`src/rtl/tmds_channel_decoder.sv`:
```
// TMDS receive channel: acquires word alignment from control tokens (requesting bitslips
// from the deserializer) and decodes tokens / video symbols into de, ctl and pixel data.
module tmds_channel_decoder #(
    parameter int unsigned CTRL_RUN      = 8,
    parameter int unsigned SEARCH_WINDOW = 4096,
    parameter int unsigned SLIP_WAIT     = 16
) (
    input  logic       pixel_clk,
    input  logic       rst,
    input  logic [9:0] tmds_symbol,
    output logic       bitslip,
    output logic       aligned,
    output logic       de,
    output logic [1:0] ctl,
    output logic [7:0] pixel_data,
    output logic       symbol_err
);

    localparam int unsigned RW = $clog2(CTRL_RUN) + 1;
    localparam int unsigned WW = $clog2(SEARCH_WINDOW) + 1;
    localparam int unsigned SW = $clog2(SLIP_WAIT) + 1;

    typedef enum logic [1:0] {
        ST_SEARCH,
        ST_SLIP,
        ST_SETTLE,
        ST_LOCKED
    } state_t;

    state_t        state_q, state_d;
    logic [9:0]    s1_q;
    logic [RW-1:0] run_q, run_d, run_inc;
    logic [WW-1:0] win_q, win_d;
    logic [SW-1:0] settle_q, settle_d;
    logic          de_q, de_d;
    logic [1:0]    ctl_q, ctl_d;
    logic [7:0]    pix_q, pix_d;
    logic          err_q, err_d;

    logic          is_tok;
    logic [1:0]    tok_ctl;
    logic [7:0]    q_lo;
    logic [7:0]    dec;
    logic [3:0]    ones;
    logic          legal;

    // Symbol classification and video decode on the registered symbol
    always_comb begin
        is_tok  = 1'b1;
        tok_ctl = 2'b00;
        case (s1_q)
            10'b1101010100: tok_ctl = 2'b00;
            10'b0010101011: tok_ctl = 2'b01;
            10'b0101010100: tok_ctl = 2'b10;
            10'b1010101011: tok_ctl = 2'b11;
            default:        is_tok  = 1'b0;
        endcase

        q_lo   = s1_q[9] ? ~s1_q[7:0] : s1_q[7:0];
        dec    = '0;
        dec[0] = q_lo[0];
        for (int unsigned i = 1; i < 8; i++) begin
            dec[i] = s1_q[8] ? (q_lo[i] ^ q_lo[i-1]) : ~(q_lo[i] ^ q_lo[i-1]);
        end

        ones = '0;
        for (int unsigned i = 0; i < 8; i++) begin
            ones = ones + 4'(q_lo[i]);
        end
        legal = !is_tok && (ones >= 4'd2) && (ones <= 4'd8);
    end

    always_comb begin
        state_d  = state_q;
        run_d    = run_q;
        win_d    = win_q;
        settle_d = settle_q;
        run_inc  = (run_q == RW'(CTRL_RUN)) ? run_q : run_q + 1'b1;

        case (state_q)
            ST_SEARCH: begin
                run_d = is_tok ? run_inc : '0;
                win_d = win_q + 1'b1;
                // Lock takes priority over an expiring window on the same cycle
                if (is_tok && run_inc == RW'(CTRL_RUN)) begin
                    state_d = ST_LOCKED;
                    run_d   = '0;
                    win_d   = '0;
                end else if (win_q == WW'(SEARCH_WINDOW - 1)) begin
                    state_d = ST_SLIP;
                    run_d   = '0;
                    win_d   = '0;
                end
            end
            ST_SLIP: begin
                state_d  = ST_SETTLE;
                run_d    = '0;
                win_d    = '0;
                settle_d = '0;
            end
            ST_SETTLE: begin
                run_d = '0;
                win_d = '0;
                if (settle_q == SW'(SLIP_WAIT - 1)) begin
                    state_d  = ST_SEARCH;
                    settle_d = '0;
                end else begin
                    settle_d = settle_q + 1'b1;
                end
            end
            ST_LOCKED: begin
                run_d = '0;
                if (is_tok) begin
                    win_d = '0;
                end else if (win_q == WW'(SEARCH_WINDOW - 1)) begin
                    state_d = ST_SEARCH;
                    win_d   = '0;
                end else begin
                    win_d = win_q + 1'b1;
                end
            end
            default: state_d = ST_SEARCH;
        endcase
    end

    // Outputs follow the state being entered, so they change together with aligned
    always_comb begin
        de_d  = 1'b0;
        ctl_d = ctl_q;
        pix_d = pix_q;
        err_d = 1'b0;
        if (state_d == ST_LOCKED) begin
            if (is_tok) begin
                ctl_d = tok_ctl;
            end else begin
                de_d  = 1'b1;
                pix_d = dec;
                err_d = !legal;
            end
        end else begin
            ctl_d = '0;
            pix_d = '0;
        end
    end

    always_ff @(posedge pixel_clk) begin
        if (rst) begin
            state_q  <= ST_SEARCH;
            s1_q     <= '0;
            run_q    <= '0;
            win_q    <= '0;
            settle_q <= '0;
            de_q     <= 1'b0;
            ctl_q    <= '0;
            pix_q    <= '0;
            err_q    <= 1'b0;
        end else begin
            state_q  <= state_d;
            s1_q     <= tmds_symbol;
            run_q    <= run_d;
            win_q    <= win_d;
            settle_q <= settle_d;
            de_q     <= de_d;
            ctl_q    <= ctl_d;
            pix_q    <= pix_d;
            err_q    <= err_d;
        end
    end

    assign bitslip    = (state_q == ST_SLIP);
    assign aligned    = (state_q == ST_LOCKED);
    assign de         = de_q;
    assign ctl        = ctl_q;
    assign pixel_data = pix_q;
    assign symbol_err = err_q;

endmodule

```
`config.mk`:
```
export PLATFORM = sky130hd
export DESIGN_NAME = tmds_channel_decoder
export DESIGN_NICKNAME = d
export VERILOG_FILES = /design/src/rtl/tmds_channel_decoder.sv
export SDC_FILE = /design/constraint.sdc
export NUM_CORES = 1
export LEC_CHECK = 0
export CORE_ASPECT_RATIO = 1.5
export CORE_MARGIN = 2
export CORE_UTILIZATION = 40
export CTS_CLUSTER_SIZE = 25
export DETAILED_ROUTE_END_ITERATION = 16
export PLACE_DENSITY = 0.59
export SYNTH_ARGS = -nofsm -noshare
export SYNTH_HDL_FRONTEND = slang
export SYNTH_SLANG_ARGS = --single-unit
```
`constraint.sdc`:
```
create_clock -name pixel_clk -period 4.72 [get_ports pixel_clk]
set_input_delay 1.416 -clock pixel_clk [delete_from_list [all_inputs] [get_ports pixel_clk]]
set_output_delay 1.416 -clock pixel_clk [all_outputs]
set_load 0.1 [all_outputs]
```
Word level (Yosys, flattened, before mapping)
Index checks and enable logic that the tools add are counted.
Storage, ports and cells
  flip-flop bits (word level): 46
  word-level logic and storage cells: 89
  memory bits (read-only): 0
  memory bits (writable): 0
  memories kept: 0
  latch bits: 0
Cells by class
  mux-type cells: 28
  reductions and logical operators: 12
  equal/unequal tests: 12
  divide/modulo/power cells: 0
  bitwise gates (word level): 16
  multiply operators: 0
  shift operators: 0
  order comparisons: 2
  add/subtract/negate cells: 10
Operator list (count)
  $mux 13: 3
  $pmux 13 s3: 1
  $eq 10x10->1 const B: 2
  $add 4x1->4: 4
  $mux 4: 4
  $add 13x1->13 const B: 1
  $eq 13x12->1 const B: 1
  $eq 10x8->1 const B: 1
  $eq 10x9->1 const B: 1
  $mux 2: 5
  $pmux 5 s2: 1
  $mux 1: 9
  $eq 4x4->1 const B: 2
  $mux 8: 1
  $not 1->1: 8
  $not 8->8: 1
  $pmux 2 s4: 1
  $pmux 4 s2: 1
  $xor 1x1->1: 7
  $eq 2x2->1 const B: 3
  $pmux 2 s3: 1
  $reduce_or 3->1: 2
  $add 5x1->5 const B: 1
  $eq 5x4->1 const B: 1
  14 further kinds: 18

Logic depth before layout (Yosys ltp)
Gate-level depths: netlist of run 1.
  word-level depth: 13
  depth in mapped cells: 13
  mapped depth without buffers: 12

Worst setup path after synthesis of run 1
Ideal clock, no wire load.
  kind: register to register
  from: reg s1_q[9]
  to: reg err_q (netlist: symbol_err)
  required time: 4.602 ns
  slack: 1.056 ns
  buffers on the path: 1
  clock period less this slack: 3.664 ns
  cell stages (with the launch flop): 14
  arrival: 3.545 ns
  library setup time: 0.118 ns
  path through: dfxtp_1 clkbuf_1 xor2_1 fa_1 fa_1 inv_1 fa_1 inv_1 ha_1 fa_1 o31ai_1 a21oi_1 o21ai_0 nor3_2
Between the ends
  word-level cells in the longest chain between the ends: 12
Ends and longest elaborated chain
  start, declared: line 31  | logic [9:0] s1_q;
  start signal, assigned: line 159  | s1_q <= tmds_symbol;
  $mux 8 *: line 59  | q_lo = s1_q[9] ? ~s1_q[7:0] : s1_q[7:0];
  named net dec[0]: line 43  | logic [7:0] dec;
  $add 1x1->2 *: line 68  | ones = ones + 4'(q_lo[i]);
  $add 2x1->3 *: line 68
  $add 3x1->4 *: line 68
  $add 4x1->4 * (4 in a row): line 68
  $ge 4x2->1: line 70  | legal = !is_tok && (ones >= 4'd2) && (ones <= 4'd8);
  $logic_and 1x1->1: line 70
  $logic_and 1x1->1 *: line 70
  $logic_not 1->1 *: line 138  | err_d = !legal;
  end signal, assigned: line 166  | err_q <= err_d;
  end, declared: line 38  | logic err_q, err_d;
The timed path passes the listed nets; every way through them passes the cells marked *.
A chain may end at the register's enable or synchronous reset.

Worst setup path after layout of run 1
Ends and elaborated chain as after synthesis.

==> out/metrics.sh, run 1 <==
PATH_DELAY_FAMILY='adder cells'
FINAL_COMMON_CELL='dfxtp_1'
TIMING.CRITICAL_PATH.SLOWEST_STAGE_CELL='dfxtp_1'
POST_SYNTH_INST_COUNT=259
ANTENNA_FOUND_INITIAL=0
STATIC_LEAK_nW=1.07
GRT_OVERFLOW=0
FINAL_MAX_SLEW_VIOL_COUNT=0
TIMING.SLEW.HEADROOM=0.339
CLKSINKCOUNT=46
TIMING.SETUP.CRITICAL_PATH_CLASS='reg -> reg'
CRITICAL_PATH_BUF_INV_COUNT=2
OUTCOME='finished clean'
ANTENNA_CELLS_INSERTED=0
YS_DOMINANT_REG_CELL='dfxtp_1'
CRIT_TOP_CELL='fa_1'
NUMCTSBUFFERS=5
LAYOUT.AREA.SEQ_UM2=921
WORST_PIN_SLEW_PS=988
SYNTH_EDF_COUNT=0
DRIVE_ABOVE_1_SHARE=0.109
CTS_RESIZED=0
NETLIST_AREA_UM2=2430
GRT_PASS1_WL_UM=7690
TIMING.MAX_CAP.VIOLATIONS=0
REPORT.FINAL.SETUP_VIOL=0
ROUTED_WL_UM=4430
INITIAL_UTILIZATION=0.416
END_KIND='register'
DIEAREA_UM2=6720
AREA_GROWTH_PCT=16.0
GRT_MAX_DEGREE=20
SETUP_SLACK_PS=927
CLKLATENCYLATEPIN_PS=290
POST_SYNTH.CELL_AREA_AVG_UM2=9.37
FIRST_PASS_ITERS=4
PORT_BUFFERS=25
SYNTH_CELL_TYPES=49
ASYNCSETRESETFLOPFRACSYNTH=0
GP_ROUTABILITY_CONGESTION=0.732
POSTROUTEANTENNANETS=0
FIN_TOTAL_PWR_mW=0.853
RSZ0062_AT_GRT='false'
DRC_ERRORS=0
CLOCKROOTBUFFER='clkbuf_8'
START_KIND='register'
POWER.DENSITY_nW_PER_UM2=303
POST_CTS_BUFFERS=0
WORST_PATH_LARGEST_CELL_DELAY_PS=590
DRT-INITIAL-DRC-COUNT=88
SYNTH_SEQ_AREA_SHARE=0.380
FINALHOLDWORSTSLACK_PS=447
FIN_CRIT_SH=0.804
FIN_WORST_SKEW_PS=7.66
FP-ROW-COUNT=34
CTS-ROOT-TO-SINK-BUFFERS=2
FINALCOREUTILIZATION=0.483
AVGVIACOUNTPERCELL=5.05
PORTS=26
FINAL_CELL_MIX='46 x dfxtp_1, 37 x nor2_1, 25 x clkdlybuf4s50_1'
FINALHOLDVIOLATIONS=0
CELLS_ALONG_THE_CRITICAL_PATH='xor2_1, fa_1, fa_1, inv_1, fa_1, inv_1, ha_1, fa_1, o31ai_1, a21oi_1, o21ai_0, nor3_2'
YS_FF_LATCH=46
VIA_COUNT=1797
WORST_HOLD_PATH_TYPE='reg -> reg'
SYNTH_WARN=0
VIA_COUNT_OF_THE_FIRST_GLOBAL_ROUTING_PASS=1741
SETUP-TNS-FINAL_PS=0
CRIT_FANOUT=9
ROUTE.DETAILED.WL_PER_INST_UM=12.4
PLACEABLECOREAREA_UM2=5830
MULTI_INPUT_AREA_UM2=1390
FLOORPLAN.DIE.HEIGHT_UM=99.4
H-TREE-DEPTH=2
CP_DATA_REQUIRED_TIME_PS=4870
MINIMUM_PERIOD_IMPLIED_BY_THE_FINAL_WORST_SETUP_SLACK_PS=3790
DIE-WIDTH_UM=67.6
NUMBER_OF_HOLD_BUFFERS_ADDED_AFTER_CTS=0
CLK_PIN_SLEW_WORST_PATHS_PS=90
CRITICAL_PATH_ARRIVAL_PS=3940
TRITONCTS='done'
ACHIEVABLE-FREQUENCY_MHz=264
GRT_USAGE=0.147
SYNTH_FP_NETS=287
N_FILL_CELL=542
NETS=311
VDD_IR_DROP_MAX_mV=0.180
PLACE_WS_PS=943
POST_DP_HPWL_UM=3360
[cell type report]
class / count / share of cell area
Clock buffer: 7 / 0.0271
Clock inverter: 1 / 0.0107
Inverter: 13 / 0.0173
Multi-Input combinational cell: 191 / 0.494
Sequential cell: 46 / 0.327
Tap cell: 72 / 0.0320
Timing Repair Buffer: 26 / 0.0916
[Yosys cell counts, types with 2 or more instances]
cell type	number	area share
o21ai_0	5	0.010
o21a_1	2	0.0062
nor3_2	9	0.037
and3_1	3	0.0077
nand3_1	9	0.019
inv_1	13	0.020
nor2_1	37	0.057
mux2_2	2	0.0093
dfxtp_1	46	0.38
ha_1	12	0.062
buf_4	2	0.0062
nor2b_1	11	0.028
nor3_1	5	0.010
o31ai_1	2	0.0062
nand2b_1	4	0.010
nand2_2	2	0.0052
nand4_1	5	0.013
xnor2_1	8	0.029
and2_1	2	0.0052
buf_6	3	0.014
fa_1	4	0.033
nand2_1	7	0.011
xor2_1	22	0.079
nor4b_1	2	0.0072
a21oi_1	17	0.035
clkbuf_1	2	0.0031
[metrics by stage]
stage / instance area (um^2) / cells
2_1_floorplan: 2430 / 259
3_3_place_gp: 2710 / 348
3_5_place_dp: 2710 / 348
4_1_cts: 2820 / 356
5_1_grt: 2820 / 356
6_report: 2820 / 356
[final timing paths]
path / from / endpoint / slack [ps] / cells past startpoint
setup / recovery: s1_q[9] / symbol_err / 930 / 12
hold / removal: win_q[0] / win_q[0] / 450 / 1
setup reg to reg: s1_q[9] / symbol_err / 930 / 12
hold reg to reg: win_q[0] / win_q[0] / 450 / 1
[per-layer routing]
| layer | share of wire | global-route usage | vias up |
|---|---|---|---|
| met5 | 0 | 0 | - |
| met4 | 0.014 | 0.0471 | 0 |
| met3 | 0.028 | 0.0339 | 8 |
| met2 | 0.52 | 0.250 | 20 |
| met1 | 0.44 | 0.180 | 850 |
| li1 | - | - | 919 |
[worst register-to-register path, cell delays in order (launching register included)]
cell and delay (ps):
dfxtp_1 590, xor2_1 340, fa_1 470, fa_1 490, inv_1 50, fa_1 490, inv_1 40, ha_1 200
fa_1 460, o31ai_1 250, a21oi_1 100, o21ai_0 110, nor3_2 50
[flip-flops by register name, indices dropped and copies added, names as in the netlist]
name	flops
run_q	4
pixel_data	8
state_q	2
s1_q	10
de	1
win_q	13
settle_q	5
symbol_err	1
ctl	2
[cell families (layout without fill, tap and decap cells)]
logic type	after synthesis	after routing	synth area share
DFF	46	46	0.380
xor gates and xnor gates	30	30	0.108
adders and majority gates	16	16	0.0949
and+or+nand+nor	108	108	0.266
AOI/OAI and AO/OA	34	34	0.0908
buffers and inverters	22	47	0.0469
muxes	3	3	0.0134
[power by group]
part | internal (mW) | switching, mW | leakage (nW)
logic | 0.0686 | 0.0891 | 0.644
registers | 0.396 | 0.0120 | 0.374
clock network | 0.159 | 0.128 | 0.0524
total | 0.624 | 0.229 | 1.07
No activity file was read; power rests on OpenSTA's default activity.
==> run 2: changes to the inputs <==
--- a/config.mk
+++ b/config.mk
@@ -10,7 +10,7 @@
 export CORE_UTILIZATION = 40
 export CTS_CLUSTER_SIZE = 25
 export DETAILED_ROUTE_END_ITERATION = 16
-export PLACE_DENSITY = 0.59
+export PLACE_DENSITY = 0.61
 export SYNTH_ARGS = -nofsm -noshare
 export SYNTH_HDL_FRONTEND = slang
 export SYNTH_SLANG_ARGS = --single-unit
==> constraint.sdc (replaced) <==
create_clock -name pixel_clk -period 3.1 [get_ports pixel_clk]
set_input_delay 0.93 -clock pixel_clk [delete_from_list [all_inputs] [get_ports pixel_clk]]
set_output_delay 0.93 -clock pixel_clk [all_outputs]
set_load 0.1 [all_outputs]
==> run 2 against run 1 <==
Compared with the run above: the flow now finishes with violations (negative setup slack); cell count increased by 3.1%; routed wire length increased by 11%; first-iteration DRC count decreased by 34%; setup slack got worse by 1200 ps; final area increased by 3.0%; critical path type unchanged.
==> out/metrics.sh, run 2 (same netlist as run 1, synthesis figures left out) <==
CLKSINKCOUNT=46  # unchanged
NUMBER_OF_HOLD_BUFFERS_ADDED_AFTER_CTS=0  # unchanged
CP_DATA_REQUIRED_TIME_PS=3260  # -1610 ps
CLK_PIN_SLEW_WORST_PATHS_PS=90  # about the same
FIN_CRIT_SH=1.09  # +0.284
PLACEABLECOREAREA_UM2=5830  # unchanged
TIMING.SLEW.HEADROOM=0.438  # +0.0988
TRITONCTS='done'
ANTENNA_CELLS_INSERTED=0  # unchanged
AREA_GROWTH_PCT=19.5
STATIC_LEAK_nW=1.15  # +7.5%
GRT_USAGE=0.159  # +0.0122
DRT-INITIAL-DRC-COUNT=58  # -34%
CLOCKROOTBUFFER='clkbuf_8'
END_KIND='register'
SETUP_SLACK_PS=-272  # -1200 ps
FP-ROW-COUNT=34  # unchanged
ROUTED_WL_UM=4910  # +11%
DIEAREA_UM2=6720  # unchanged
CRITICAL_PATH_ARRIVAL_PS=3530  # -410 ps
TIMING.SETUP.CRITICAL_PATH_CLASS='reg -> reg'
FINALCOREUTILIZATION=0.498  # +0.0146
FINAL_COMMON_CELL='dfxtp_1'
DIE-WIDTH_UM=67.6  # unchanged
VIA_COUNT=1862  # +3.6%
POST_DP_HPWL_UM=3720  # +11%
H-TREE-DEPTH=2  # unchanged
DRIVE_ABOVE_1_SHARE=0.224  # +0.115
INITIAL_UTILIZATION=0.416  # unchanged
FINALHOLDVIOLATIONS=0  # unchanged
GRT_MAX_DEGREE=18  # -10%
WHS_PATH_DEPTH=1  # unchanged
FIN_TOTAL_PWR_mW=1.27  # +49%
POSTROUTEANTENNANETS=0  # unchanged
REPORT.FINAL.SETUP_VIOL=1  # +1
WORST_PIN_SLEW_PS=843  # -145 ps
RSZ0062_AT_GRT='true'
VIOLATIONS='negative setup slack'
GRT_OVERFLOW=0  # unchanged
START_KIND='register'
CELLS_ALONG_THE_CRITICAL_PATH='xor2_4, fa_1, fa_1, inv_2, fa_1, inv_1, ha_2, fa_1, o31ai_1, a21oi_1, o21ai_1, nor3_2'
AVGVIACOUNTPERCELL=5.07  # +0.51%
TOP_REGISTER='win_q'
WORST_HOLD_PATH_TYPE='reg -> reg'
FLOORPLAN.DIE.HEIGHT_UM=99.4  # unchanged
NUMCTSBUFFERS=5  # unchanged
PLACE_WS_PS=-389  # -1330 ps
GRT_PASS1_WL_UM=8170  # +6.2%
OUTCOME='complete, but fails checks'
CTS-ROOT-TO-SINK-BUFFERS=2  # unchanged
ROUTE.DETAILED.WL_PER_INST_UM=13.4  # +7.5%
N_FILL_CELL=566  # +4.4%
VDD_IR_DROP_MAX_mV=0.242  # +35%
DRC_ERRORS=0  # unchanged
FINAL_MAX_SLEW_VIOL_COUNT=0  # unchanged
ANTENNA_FOUND_INITIAL=0  # unchanged
VIA_COUNT_OF_THE_FIRST_GLOBAL_ROUTING_PASS=1798  # +3.3%
CRIT_FANOUT=4  # -5
NETS=322  # +3.5%
DPL.CELL_COUNT=358  # +2.9%
POWER.DENSITY_nW_PER_UM2=439  # +45%
CRIT_TOP_CELL='fa_1'
PORT_BUFFERS=25  # unchanged
FINAL_CELL_MIX='43 x dfxtp_1, 37 x nor2_1, 26 x buf_4'
WORST-R2R-CELL-COUNT=12  # unchanged
LARGEST_REGISTER_FFS=13  # unchanged
MINIMUM_PERIOD_IMPLIED_BY_THE_FINAL_WORST_SETUP_SLACK_PS=3370  # -421 ps
CLKLATENCYLATEPIN_PS=300  # about the same
TIMING.MAX_CAP.VIOLATIONS=0  # unchanged
WORST_PATH_LARGEST_CELL_DELAY_PS=510  # -80 ps
FIN_WORST_SKEW_PS=11.0  # +3.31 ps
ACHIEVABLE-FREQUENCY_MHz=297  # +12%
FINALHOLDWORSTSLACK_PS=445  # -2.58 ps
GP_ROUTABILITY_CONGESTION=0.780  # +6.6%
TIMING.CRITICAL_PATH.SLOWEST_STAGE_CELL='fa_1'
FIRST_PASS_ITERS=4  # unchanged
PORTS=26  # unchanged
STDCELL_COUNT=367  # +3.1%
==> run 2: changes by cell type in the layout (fill, tap and decap cells not counted), moves of 2 or more <==
cell / change
clkbuf_1: -2
clkdlybuf4s50_1: -14
xor2_4: +2
dfxtp_1: -3
buf_4: +25
dfxtp_2: +2
xor2_1: -3
==> run 2: layout make-up <==
| type | instances | area [um^2] | area share |
|---|---|---|---|
| Clock inverter | 3 | 21.3 | 0.00733 |
| Multi-Input combinational cell | 191 | 1440 | 0.496 |
| Timing Repair Buffer | 37 | 305 | 0.105 |
| Inverter | 13 | 48.8 | 0.0168 |
| Sequential cell | 46 | 927 | 0.320 |
| Clock buffer | 5 | 68.8 | 0.0237 |
| Tap cell | 72 | 90.1 | 0.0311 |
==> run 2: routing by layer <==
layer | wire (um) | GRT usage | vias to the layer above
li1 | - | - | 944
met1 | 1990 | 0.163 | 880
met2 | 2630 | 0.296 | 27
met3 | 142 | 0.0328 | 11
met4 | 134 | 0.0722 | 0
met5 | 0 | 0 | -
==> run 2: through the flow <==
step                      TNS (ps)  cell area, um^2
final                         -272             2900
after floorplan               -241             2470
after CTS                     -337             2880
after detailed placement      -389             2800
after global routing          -431             2900
after global placement        -302             2800
==> run 2: worst paths after layout <==
| check | startpoint | to | slack, ps |
|---|---|---|---|
| max | s1_q[9] | symbol_err | -270 |
| max reg2reg | s1_q[9] | symbol_err | -270 |
| min | win_q[0] | win_q[0] | 440 |
| min reg2reg | win_q[0] | win_q[0] | 440 |
==> run 2: report_power, final <==
part / switching [mW] / internal [mW]
clock network: 0.212 / 0.159
registers: 0.0165 / 0.604
logic: 0.148 / 0.133
==> run 2: critical path: cells and delay by family (launching register included) <==
kind / cells / cell delay, ps
and+or+nand+nor: 1 / 50
adders and majority gates: 5 / 2080
AOI/OAI and AO/OA: 3 / 440
buffers and inverters: 2 / 90
DFF: 1 / 400
xor gates and xnor gates: 1 / 190
==> run 2: repair_timing <==
action / 4_1_cts / 5_1_grt
setup endpoints to repair: 1 / 1
resized for setup: 5 / 2
pin swaps: 6 / 6
hold endpoints to repair: 0 / 0
setup buffers: 1 / 1
==> run 3: changes to the inputs <==
--- a/config.mk
+++ b/config.mk
@@ -5,12 +5,13 @@
 export SDC_FILE = /design/constraint.sdc
 export NUM_CORES = 1
 export LEC_CHECK = 0
+export ABC_CLOCK_PERIOD_IN_PS = 3100
 export CORE_ASPECT_RATIO = 1.5
 export CORE_MARGIN = 2
 export CORE_UTILIZATION = 40
 export CTS_CLUSTER_SIZE = 25
 export DETAILED_ROUTE_END_ITERATION = 16
-export PLACE_DENSITY = 0.61
+export PLACE_DENSITY = 0.7
 export SYNTH_ARGS = -nofsm -noshare
 export SYNTH_HDL_FRONTEND = slang
 export SYNTH_SLANG_ARGS = --single-unit
==> run 3 against run 2 <==
Compared with the run above: the run still ends with negative setup slack left; first-iteration DRC count up 10%; critical path type unchanged; largest cell class unchanged; critical endpoint unchanged; final area down 0.13%; setup slack worse by 85 ps; highest routed layer unchanged.
==> out/metrics.sh, run 3 (same netlist as run 1, synthesis figures left out) <==
PLACE_WS_PS=-365  # +23.7 ps
FLOORPLAN.DIE.HEIGHT_UM=99.4  # unchanged
POST_DP_HPWL_UM=3560  # -4.2%
LARGEST_REGISTER_FFS=13  # unchanged
HIGHEST_LAYER='met4'
CRITICAL_PATH_ARRIVAL_PS=3620  # +90 ps
H-TREE-DEPTH=2  # unchanged
DRC_ERRORS=0  # unchanged
RSZ0062_AT_GRT='true'
DR_WL_MET3_UM=155  # +9.2%
TIMING.SLEW.HEADROOM=0.471  # +0.0329
VDD_IR_DROP_MAX_mV=0.333  # +37%
NETS=322  # unchanged
NUMCTSBUFFERS=5  # unchanged
DETAILROUTE.WIRELENGTH.MET2_UM=2460  # -6.5%
POWER_FRAC_SEQ=0.491  # +0.004
VIOLATIONS='negative setup slack'
AVGVIACOUNTPERCELL=4.98  # -1.8%
CRIT_TOP_CELL='fa_1'
STATIC_LEAK_nW=1.16  # +0.36%
INITIAL_UTILIZATION=0.416  # unchanged
CELLS_ALONG_THE_CRITICAL_PATH='buf_4, xor2_2, fa_1, fa_1, inv_1, fa_1, inv_1, ha_2, fa_1, o31ai_1, a21oi_1, o21ai_1, nor3_2'
START_KIND='register'
TRITONCTS='done'
DRIVE_ABOVE_1_SHARE=0.210  # -0.0136
CLKSINKCOUNT=46  # unchanged
FINAL_MAX_SLEW_VIOL_COUNT=0  # unchanged
WORST_PIN_SLEW_PS=794  # -49.3 ps
SETUP_SLACK_PS=-357  # -85.4 ps
M1WIRELENGTH_UM=1850  # -7.1%
FINAL_COMMON_CELL='dfxtp_1'
GRT_PASS1_WL_UM=7820  # -4.3%
DRT-INITIAL-DRC-COUNT=64  # +10%
CTS-ROOT-TO-SINK-BUFFERS=2  # unchanged
TIMING.CRITICAL_PATH.SLOWEST_STAGE_CELL='fa_1'
ANTENNA_FOUND_INITIAL=0  # unchanged
REPORT.FINAL.SETUP_VIOL=1  # unchanged
WORST_PATH_LARGEST_CELL_DELAY_PS=490  # -20 ps
PORT_BUFFERS=25  # unchanged
CRIT_FANOUT=2  # -2
FIN_CRIT_SH=1.12  # +0.0275
GP_ROUTABILITY_CONGESTION=0.878  # +13%
GRT_OVERFLOW=0  # unchanged
PLACED_AREA_UM2=2790  # -0.18%
PLACEABLECOREAREA_UM2=5830  # unchanged
SHARE_CLK_OF_TOTAL_POWER=0.296  # +0.005
WORST_HOLD_PATH_TYPE='reg -> reg'
PATH_DELAY_FAMILY='adder cells'
POWER.DENSITY_nW_PER_UM2=435  # -0.93%
FINALCOREUTILIZATION=0.497  # -0.000644
DIEAREA_UM2=6720  # unchanged
GRT_USAGE=0.153  # -0.00622
CP_DATA_REQUIRED_TIME_PS=3260  # about the same
VIA_COUNT_OF_THE_FIRST_GLOBAL_ROUTING_PASS=1807  # +0.50%
COMBINATIONALPOWERSHARE=0.213  # -0.009
ACHIEVABLE-FREQUENCY_MHz=289  # -2.5%
CLKLATENCYLATEPIN_PS=300  # about the same
ROUTED_WL_UM=4650  # -5.1%
AREA_GROWTH_PCT=19.4
FIRST_PASS_ITERS=4  # unchanged
FP-ROW-COUNT=34  # unchanged
OUTCOME='complete, but fails checks'
SWITCHING_POWER_mW=0.353  # -6.4%
DIE-WIDTH_UM=67.6  # unchanged
FINALHOLDWORSTSLACK_PS=442  # -2.98 ps
CLOCKROOTBUFFER='clkbuf_8'
CELL_INTERNAL_POWER_mW=0.906  # +1.2%
TOP_REGISTER='win_q'
MINIMUM_PERIOD_IMPLIED_BY_THE_FINAL_WORST_SETUP_SLACK_PS=3460  # +85.4 ps
CRITICAL_PATH_BUF_INV_COUNT=3  # +1
GRT_MAX_DEGREE=18  # unchanged
PORTS=26  # unchanged
TIMING.MAX_CAP.VIOLATIONS=0  # unchanged
FINAL_CELL_MIX='45 x dfxtp_1, 37 x nor2_1, 26 x buf_4'
END_KIND='register'
N_FILL_CELL=555  # -1.9%
FIN_WORST_SKEW_PS=11.4  # +0.479 ps
SETUP-TNS-FINAL_PS=-357  # -85.4 ps
ROUTE.DETAILED.WL_PER_INST_UM=12.7  # -5.1%
FINAL_AREA_UM2=2900  # -0.13%
ANTENNA_CELLS_INSERTED=0  # unchanged
TIMING.SETUP.CRITICAL_PATH_CLASS='reg -> reg'
SWITCHING_SHARE=0.280  # -0.0160
FINALHOLDVIOLATIONS=0  # unchanged
POSTROUTEANTENNANETS=0  # unchanged
CLK_PIN_SLEW_WORST_PATHS_PS=80  # about the same
VIA_COUNT=1829  # -1.8%
## run 3: cell types whose count changed in the layout (fill, tap and decap cells not counted), sizes merged
cell,delta
clkinv,-1
clkbuf,+2
clkinvlp,-1
## run 3: per-stage QoR
stage / instances / power (mW)
after floorplan: 259 / 0.829
after global placement: 359 / 0.888
after detailed placement: 359 / 0.899
after CTS: 367 / 1.28
after global routing: 367 / 1.34
final: 367 / 1.26
## run 3: worst paths after layout
check                           startpoint    endpoint  slack, ps  cells past startpoint
worst max-delay path               s1_q[9]  symbol_err       -360                     13
worst min-delay path              win_q[0]    win_q[0]        440                      1
worst max register to register     s1_q[9]  symbol_err       -360                     13
worst min register to register    win_q[0]    win_q[0]        440                      1
## run 3: per-layer routing
layer / track usage / vias to the layer above
met1: 0.156 / 838
met2: 0.271 / 30
met5: 0 / -
met4: 0.0848 / 0
li1: - / 948
met3: 0.0430 / 13
## run 3: final cells by class
type | count | area (um^2) | share of cell area
multi-input combinational | 191 | 1440 | 0.497
sequential | 46 | 922 | 0.318
timing repair buffer | 37 | 305 | 0.105
tap | 72 | 90.1 | 0.0311
clock buffer | 7 | 86.3 | 0.0298
inverter | 13 | 48.8 | 0.0168
clock inverter | 1 | 5.00 | 0.00173
## run 3: what timing repair did
action	in CTS	in global routing
hold buffers	0	0
endpoints found under the hold margin	0	0
endpoints found under the setup margin	1	1
setup buffers	0	0
gates resized for setup	1	2
## run 3: power by group through the flow
stage / Clock (mW) / Combinational [mW] / Sequential [mW]
6_report: 0.372 / 0.269 / 0.619
3_3_place_gp: 0 / 0.257 / 0.632
5_1_grt: 0.415 / 0.307 / 0.621
2_1_floorplan: 0 / 0.201 / 0.628
4_1_cts: 0.387 / 0.270 / 0.618
3_5_place_dp: 0 / 0.266 / 0.632
